### config.mk
export PLATFORM = sky130hd
export DESIGN_NAME = uart_byte_io
export DESIGN_NICKNAME = d
export VERILOG_FILES = /design/src/rtl/uart_pkg.sv /design/src/rtl/uart_rx_fifo.sv /design/src/rtl/uart_byte_io.sv
export SDC_FILE = /design/constraint.sdc
export NUM_CORES = 1
export LEC_CHECK = 0
export BUFFER_PORTS_ARGS = -buffer_cell sky130_fd_sc_hd__buf_2
export CAP_MARGIN = 25
export CORE_UTILIZATION = 40
export DETAILED_ROUTE_END_ITERATION = 7
export SYNTH_ARGS = -nofsm -noshare
export SYNTH_HDL_FRONTEND = slang
export SYNTH_HIERARCHICAL = 1
export SYNTH_SLANG_ARGS = --single-unit
### constraint.sdc
create_clock -name clk -period 2.9 [get_ports clk]
set_input_delay 0.145 -clock clk [delete_from_list [all_inputs] [get_ports clk]]
set_output_delay 0.145 -clock clk [all_outputs]
set_load 0.1 [all_outputs]
### src/rtl/uart_pkg.sv
// Shared types and defaults for the byte-level UART unit.
package uart_pkg;

  localparam int DEFAULT_CLK_PER_BIT   = 868;  // 100 MHz / 115200
  localparam int DEFAULT_RX_FIFO_DEPTH = 8;

  typedef enum logic [1:0] {REQ_IDLE, REQ_TX, REQ_RX} req_state_t;
  typedef enum logic [1:0] {TX_IDLE, TX_START, TX_DATA, TX_STOP} tx_state_t;
  typedef enum logic [1:0] {RX_IDLE, RX_START, RX_DATA, RX_STOP} rx_state_t;

endpackage

### src/rtl/uart_rx_fifo.sv
// Small synchronous FIFO holding received bytes until a RECVB request pops them.
// A push and a pop in the same cycle are both honoured, including when the FIFO is full.
module uart_rx_fifo
  import uart_pkg::*;
#(
  parameter int DEPTH = DEFAULT_RX_FIFO_DEPTH,  // power of two, >= 2
  parameter int WIDTH = 8
) (
  input  logic             clk,
  input  logic             rstn,
  input  logic             push,
  input  logic [WIDTH-1:0] din,
  input  logic             pop,
  output logic [WIDTH-1:0] dout,
  output logic             empty,
  output logic             full
);

  localparam int AW = $clog2(DEPTH);

  logic [WIDTH-1:0] mem [DEPTH];
  logic [AW-1:0]    wr_ptr;
  logic [AW-1:0]    rd_ptr;
  logic [AW:0]      count;
  logic             do_push;
  logic             do_pop;

  assign empty   = (count == '0);
  assign full    = (count == (AW+1)'(DEPTH));
  assign do_pop  = pop && !empty;
  assign do_push = push && (!full || do_pop);
  assign dout    = mem[rd_ptr];

  // Storage write.
  // NOTE: the data array is deliberately left out of reset; only pointers and count define validity.
  always_ff @(posedge clk) begin
    if (do_push) mem[wr_ptr] <= din;
  end

  // Pointer and occupancy bookkeeping; pointers wrap naturally because DEPTH is a power of two.
  // NOTE: state is updated with non-blocking assignments so every register sees pre-edge values.
  always_ff @(posedge clk) begin
    if (!rstn) begin
      wr_ptr <= '0;
      rd_ptr <= '0;
      count  <= '0;
    end else begin
      if (do_push) wr_ptr <= wr_ptr + 1'b1;
      if (do_pop)  rd_ptr <= rd_ptr + 1'b1;
      case ({do_push, do_pop})
        2'b10:   count <= count + 1'b1;
        2'b01:   count <= count - 1'b1;
        default: count <= count;
      endcase
    end
  end

endmodule

### src/rtl/uart_byte_io.sv
// Byte-level UART serving SENDB/RECVB: request FSM, 8N1 transmitter, free-running receiver
// feeding an RX FIFO. TX and RX each own their baud counter; there is no shared tick.
module uart_byte_io
  import uart_pkg::*;
#(
  parameter int CLK_PER_BIT   = DEFAULT_CLK_PER_BIT,    // >= 4
  parameter int RX_FIFO_DEPTH = DEFAULT_RX_FIFO_DEPTH   // power of two, >= 2
) (
  input  logic       clk,
  input  logic       rstn,
  input  logic       uart_go,
  input  logic       rors,
  input  logic [7:0] tdata,
  output logic [7:0] rdata,
  output logic       uart_done,
  output logic       rx_overrun,
  output logic       txd,
  input  logic       rxd
);

  localparam int              CW        = $clog2(CLK_PER_BIT);
  localparam logic [CW-1:0]   BAUD_LAST = CW'(CLK_PER_BIT - 1);
  localparam logic [CW-1:0]   BAUD_DONE = CW'(CLK_PER_BIT - 2);
  localparam logic [CW-1:0]   BAUD_HALF = CW'(CLK_PER_BIT / 2 - 1);

  req_state_t    req_state;
  tx_state_t     tx_state;
  rx_state_t     rx_state;

  logic [CW-1:0] tx_cnt;
  logic [2:0]    tx_bit;
  logic [7:0]    tx_shift;
  logic          tx_done_q;
  logic          tx_start;
  logic          tx_last;

  logic          rxd_s1, rxd_s2, rxd_s3;
  logic          rx_fall;
  logic [CW-1:0] rx_cnt;
  logic [2:0]    rx_bit;
  logic [7:0]    rx_shift;
  logic          rx_push;
  logic          rx_pop;

  logic [7:0]    rdata_q;
  logic [7:0]    fifo_dout;
  logic          fifo_empty;
  logic          fifo_full;

  assign tx_start  = (req_state == REQ_IDLE) && uart_go && rors;
  assign tx_last   = (tx_state == TX_STOP) && (tx_cnt == BAUD_LAST);
  assign rx_fall   = rxd_s3 && !rxd_s2;
  assign rx_push   = (rx_state == RX_STOP) && (rx_cnt == BAUD_LAST) && rxd_s2;
  assign rx_pop    = (req_state == REQ_RX) && !fifo_empty;

  // The popped byte is presented on the done cycle itself, then held until the next pop.
  assign uart_done = tx_done_q || rx_pop;
  assign rdata     = rx_pop ? fifo_dout : rdata_q;

  // Request FSM: dispatches SENDB/RECVB and holds the last received byte.
  always_ff @(posedge clk) begin
    if (!rstn) begin
      req_state <= REQ_IDLE;
      rdata_q   <= 8'h00;
    end else begin
      case (req_state)
        REQ_IDLE: if (uart_go) req_state <= rors ? REQ_TX : REQ_RX;
        REQ_TX:   if (tx_last) req_state <= REQ_IDLE;
        REQ_RX: begin
          if (rx_pop) begin
            rdata_q   <= fifo_dout;
            req_state <= REQ_IDLE;
          end
        end
        default:  req_state <= REQ_IDLE;
      endcase
    end
  end

  // Transmitter: start, 8 data bits LSB first, stop; done lands on the final stop-bit cycle.
  always_ff @(posedge clk) begin
    if (!rstn) begin
      tx_state  <= TX_IDLE;
      tx_cnt    <= '0;
      tx_bit    <= '0;
      tx_shift  <= '0;
      txd       <= 1'b1;
      tx_done_q <= 1'b0;
    end else begin
      tx_done_q <= 1'b0;
      case (tx_state)
        TX_IDLE: begin
          if (tx_start) begin
            tx_shift <= tdata;
            tx_cnt   <= '0;
            txd      <= 1'b0;
            tx_state <= TX_START;
          end
        end
        TX_START: begin
          if (tx_cnt == BAUD_LAST) begin
            tx_cnt   <= '0;
            tx_bit   <= '0;
            txd      <= tx_shift[0];
            tx_state <= TX_DATA;
          end else begin
            tx_cnt <= tx_cnt + 1'b1;
          end
        end
        TX_DATA: begin
          if (tx_cnt == BAUD_LAST) begin
            tx_cnt <= '0;
            if (tx_bit == 3'd7) begin
              txd      <= 1'b1;
              tx_state <= TX_STOP;
            end else begin
              tx_bit   <= tx_bit + 1'b1;
              txd      <= tx_shift[1];
              tx_shift <= {1'b0, tx_shift[7:1]};
            end
          end else begin
            tx_cnt <= tx_cnt + 1'b1;
          end
        end
        TX_STOP: begin
          // Registered done must be set one count early to appear on the last stop cycle.
          if (tx_cnt == BAUD_DONE) tx_done_q <= 1'b1;
          if (tx_cnt == BAUD_LAST) begin
            tx_cnt   <= '0;
            tx_state <= TX_IDLE;
          end else begin
            tx_cnt <= tx_cnt + 1'b1;
          end
        end
        default: tx_state <= TX_IDLE;
      endcase
    end
  end

  // Two-flop synchroniser on rxd plus one extra stage for falling-edge detection.
  always_ff @(posedge clk) begin
    if (!rstn) begin
      rxd_s1 <= 1'b1;
      rxd_s2 <= 1'b1;
      rxd_s3 <= 1'b1;
    end else begin
      rxd_s1 <= rxd;
      rxd_s2 <= rxd_s1;
      rxd_s3 <= rxd_s2;
    end
  end

  // Receiver: mid-bit sampling anchored on the mid-start point; bad stop bits drop the byte.
  always_ff @(posedge clk) begin
    if (!rstn) begin
      rx_state <= RX_IDLE;
      rx_cnt   <= '0;
      rx_bit   <= '0;
      rx_shift <= '0;
    end else begin
      case (rx_state)
        RX_IDLE: begin
          if (rx_fall) begin
            rx_cnt   <= '0;
            rx_state <= RX_START;
          end
        end
        RX_START: begin
          if (rx_cnt == BAUD_HALF) begin
            rx_cnt   <= '0;
            rx_bit   <= '0;
            rx_state <= rxd_s2 ? RX_IDLE : RX_DATA;
          end else begin
            rx_cnt <= rx_cnt + 1'b1;
          end
        end
        RX_DATA: begin
          if (rx_cnt == BAUD_LAST) begin
            rx_cnt   <= '0;
            rx_shift <= {rxd_s2, rx_shift[7:1]};
            if (rx_bit == 3'd7) rx_state <= RX_STOP;
            else                rx_bit   <= rx_bit + 1'b1;
          end else begin
            rx_cnt <= rx_cnt + 1'b1;
          end
        end
        RX_STOP: begin
          if (rx_cnt == BAUD_LAST) begin
            rx_cnt   <= '0;
            rx_state <= RX_IDLE;
          end else begin
            rx_cnt <= rx_cnt + 1'b1;
          end
        end
        default: rx_state <= RX_IDLE;
      endcase
    end
  end

  // Sticky overrun: a good frame found no room (a same-cycle pop makes room).
  always_ff @(posedge clk) begin
    if (!rstn) rx_overrun <= 1'b0;
    else if (rx_push && fifo_full && !rx_pop) rx_overrun <= 1'b1;
  end

  uart_rx_fifo #(
    .DEPTH (RX_FIFO_DEPTH),
    .WIDTH (8)
  ) u_rx_fifo (
    .clk   (clk),
    .rstn  (rstn),
    .push  (rx_push),
    .din   (rx_shift),
    .pop   (rx_pop),
    .dout  (fifo_dout),
    .empty (fifo_empty),
    .full  (fifo_full)
  );

endmodule

==> results.md <==
* Max cap viols at 0
* Worst setup SP type: flip-flop
* VDD IR-drop max at approximately 0.44 mV
* Max incr delay on CP at between 0.6 and 0.7 ns
* Nets at a little under 600
* CP max-delay cell: nor2_1
* Buf/Inv on CP at 1
* Overall Global Routing Usage at around 16%
* Commonest non-fill, non-tap cell in the layout: dfxtp_1
* Sequential area share after synthesis at a little over half
* DRC violations left at 0
* Post-synth top area share at 30.32%
* Critical Path AT at between 2 and 3 ns
* Layout cells sized above 1 at just over 20%
* CTS clk-pin slew, worst paths at around 0.060 ns
* Sequential share of power at a little under half
* RePlAce Congestion at 0.8269
* WHS at between 0.03 and 0.04 ns
* Mapped Nets at between 500 and 600
* Ant. Diodes at 0
* Number of DRC markers in iteration 0 at between 200 and 250
* Ys Warns at 6
* Total number of vias at approximately 4.2k
* Clock group share of total power at approximately 44%
* Die width at between 100 and 150 um
* Placed cells at about 750
* # setup viols final at 0
* Final count of pins violating max slew at 0
* P&R area growth vs syn at 16.15%
* CTS tree: yes
* FP Rows at 45
* Worst-skew pair later-pin latency at around 0.42 ns
* Least-Margin Pin Slew at ~0.78 ns
* Top cell by count, worst path: nor2_1
* Async S/R FF share, synth at 0%
* Gate power share at 10.1%
* Worst Path Required at 2.96 ns
* Post-route insts no fill at ~790
* Clock Sink Count at between 100 and 150
* Mapped cell area at about 0.0063 mm2
* Final hold violations at 0
* Vias per Instance at roughly 5.4
* Fmax at approximately 360 MHz
* Leakage power at ~2.5 nW
* Setup_tns at 0 ns
* Critical path cell sequence: or3_1 > nor2_1 > nor3b_2 > buf_4 > nand2b_1 > o211ai_1 > nor2_1
* Net Sw Frac at between 20% and 30%
* PwrDens at between 600 and 700 mW/mm2
* Total iterations of the first detailed-routing run at 4
* Period utilisation layout at between 90% and 100%
* Vias in the first global route at 3975
* Initial core utilization at between 40 and 50%
* Port Buffers at 23
* Synth area leader: edfxtp_1
* HPWL after DPL at between 8000 and 9000 um
* Clock Path Buffers at 2
* Routed WL per cell at roughly 16 um
* Core box area at 0.01531 mm2
* H-Tree Depth at 4
* Min Tclk post-route at between 2 and 3 ns
* Status: completed
* Rel. slew slack at a little under half
* Register bit total from synthesis at around 140
* Worst hold path type: primary input to flip-flop
* Internal power at around 3.4 mW
* Number of flops mapped to enable cells by yosys at between 60 and 70
* Commonest cells after routing, fill and taps aside: 73 x dfxtp_1, 64 x edfxtp_1, 40 x nor2_1, 26 x a21oi_1, 25 x nand2_1
* Die footprint at 0.01635 mm2
* GR Overflow Total at 0
* CP Capture Type: flip-flop
* Largest net degree at the start of global routing at 33
* Syn_area_per_cell at about 12 um2
* Initial antenna violation count at 0
* Global-route wire length before repair at around 20000 um
* TritonCTS Buffers at 17
* Critical path type: flip-flop to flip-flop
* CP top delay family: simple AND/OR/NAND/NOR gates
* Die Y at 127.9 um
* Cell count after synthesis at about 520
* Antenna Violating Nets Remaining at 0
* Ports at 24
* Sw Pwr at 1.289 mW
* Clock skew at approximately 0.0067 ns
* Top post-synthesis cells by area: edfxtp_1 30%, dfxtp_1 24%, mux4_1 4.1%
* Final WL at around 13000 um
* Root buf cell: clkbuf_16
* Post-synthesis cell type count at 66
* Most used DFF post-synth: dfxtp_1
* Critical path peak fanout at 17
==> cell usage after synthesis, types with 4 or more instances <==
cell type / n
a21oi_1: 27
o2111ai_1: 5
a311oi_1: 5
nor2_1: 40
clkbuf_1: 13
o31ai_1: 4
o21a_1: 6
nand3_1: 16
o21ai_0: 8
xnor2_1: 10
mux2_2: 16
nor3_1: 14
nor2b_1: 5
nor4_1: 4
o22ai_1: 5
a31oi_1: 6
nand2b_1: 8
mux2i_1: 21
dfxtp_1: 75
xor2_1: 5
or3_1: 5
ha_1: 17
buf_6: 4
and2_1: 13
inv_1: 21
mux4_1: 10
nand2_1: 25
mux4_2: 6
o211ai_1: 5
nand4_1: 10
edfxtp_1: 64
==> final cells by class <==
| type | count | area, um2 |
|---|---|---|
| clock buffers | 17 | 425.4 |
| clock inverters | 15 | 147.6 |
| fillers | 1385 | 7953 |
| inverters | 21 | 78.83 |
| multi-input cells | 339 | 2718 |
| flip-flops and latches | 139 | 3426 |
| well taps | 211 | 264.0 |
| repair buffers | 45 | 302.8 |
==> power groups by stage <==
stage	combinational, mW	sequential [mW]	clock (mW)
finish	0.472	2.14	2.08
global route	0.522	2.15	2.21
CTS	0.468	2.14	2.12
detailed placement	0.466	2.18	0
global placement	0.453	2.18	0
floorplan	0.326	2.21	0
==> repair_timing <==
action / 4_1_cts / 5_1_grt
hold endpoints to repair: 1 / 0
cloned: 0 / 0
hold buffers: 1 / 0
gates resized for setup: 1 / 5
buffers inserted: 0 / 1
pin swaps: 0 / 1
endpoints found under the setup margin: 1 / 1
==> kinds of logic (layout without fill, tap and decap cells) <==
family | count (synthesis) | in the layout | share of synthesized area, %
buffers and inverters | 46 | 98 | 3.553
AO/OA/AOI/OAI | 96 | 96 | 11.27
XOR/XNOR | 15 | 15 | 2.073
multiplexers | 53 | 53 | 12.44
flip-flops | 139 | 139 | 54.01
AND/OR/NAND/NOR | 157 | 157 | 12.99
adder cells (fa/ha/maj) | 18 | 18 | 3.671
==> per-stage QoR <==
stage / worst slack (ns) / area, um2 / total power [mW] / utilization (%)
finish: 0.1247 / 7362 / 4.690 / 48.07
global route: -0.02052 / 7362 / 4.878 / 48.07
CTS: 0.01148 / 7313 / 4.727 / 47.75
detailed placement: -0.01544 / 6725 / 2.648 / 43.91
global placement: 0.1283 / 6725 / 2.631 / 43.91
floorplan: 0.03972 / 6346 / 2.537 / -
==> flip-flops by register name (all words and copies together), names as in the netlist, 2 cells and up, named ones only <==
signal / cells
rdata_q: 8
req_state: 2
rx_bit: 3
rx_cnt: 10
rx_shift: 8
tx_bit: 3
tx_cnt: 10
tx_shift: 8
tx_state: 2
u_rx_fifo/count: 4
u_rx_fifo/mem: 64
u_rx_fifo/rd_ptr: 3
u_rx_fifo/wr_ptr: 3
==> final timing paths <==
kind | startpoint | cells after the start | endpoint | slack (ns)
setup reg to reg | u_rx_fifo/count[0]$_SDFFE_PN0P_ | 7 | u_rx_fifo/mem[7][3]$_DFFE_PP_ | 0.12
hold / removal | tdata[7] | 3 | tx_shift[7]$_SDFFE_PN0P_ | 0.03
hold reg to reg | rxd_s1$_SDFF_PN1_ | 1 | rxd_s2$_SDFF_PN1_ | 0.41
setup / recovery | u_rx_fifo/count[0]$_SDFFE_PN0P_ | 7 | u_rx_fifo/mem[7][3]$_DFFE_PP_ | 0.12
==> worst register-to-register path, cell delays in order (launching register included) <==
cell,delay [ns]
dfxtp_1,0.47
or3_1,0.23
nor2_1,0.09
nor3b_2,0.23
buf_4,0.30
nand2b_1,0.26
o211ai_1,0.18
nor2_1,0.65
==> per-layer routing <==
| metal | part of all wire [%] | up-vias | global-route usage, % |
|---|---|---|---|
| met3 | 3.7 | 19 | 4.591 |
| li1 | - | 2062 | - |
| met1 | 45 | 2067 | 19.69 |
| met2 | 49 | 63 | 26.82 |
| met4 | 1.8 | 0 | 6.505 |
| met5 | 0 | - | 0 |
(Power assumes the default switching activity.)
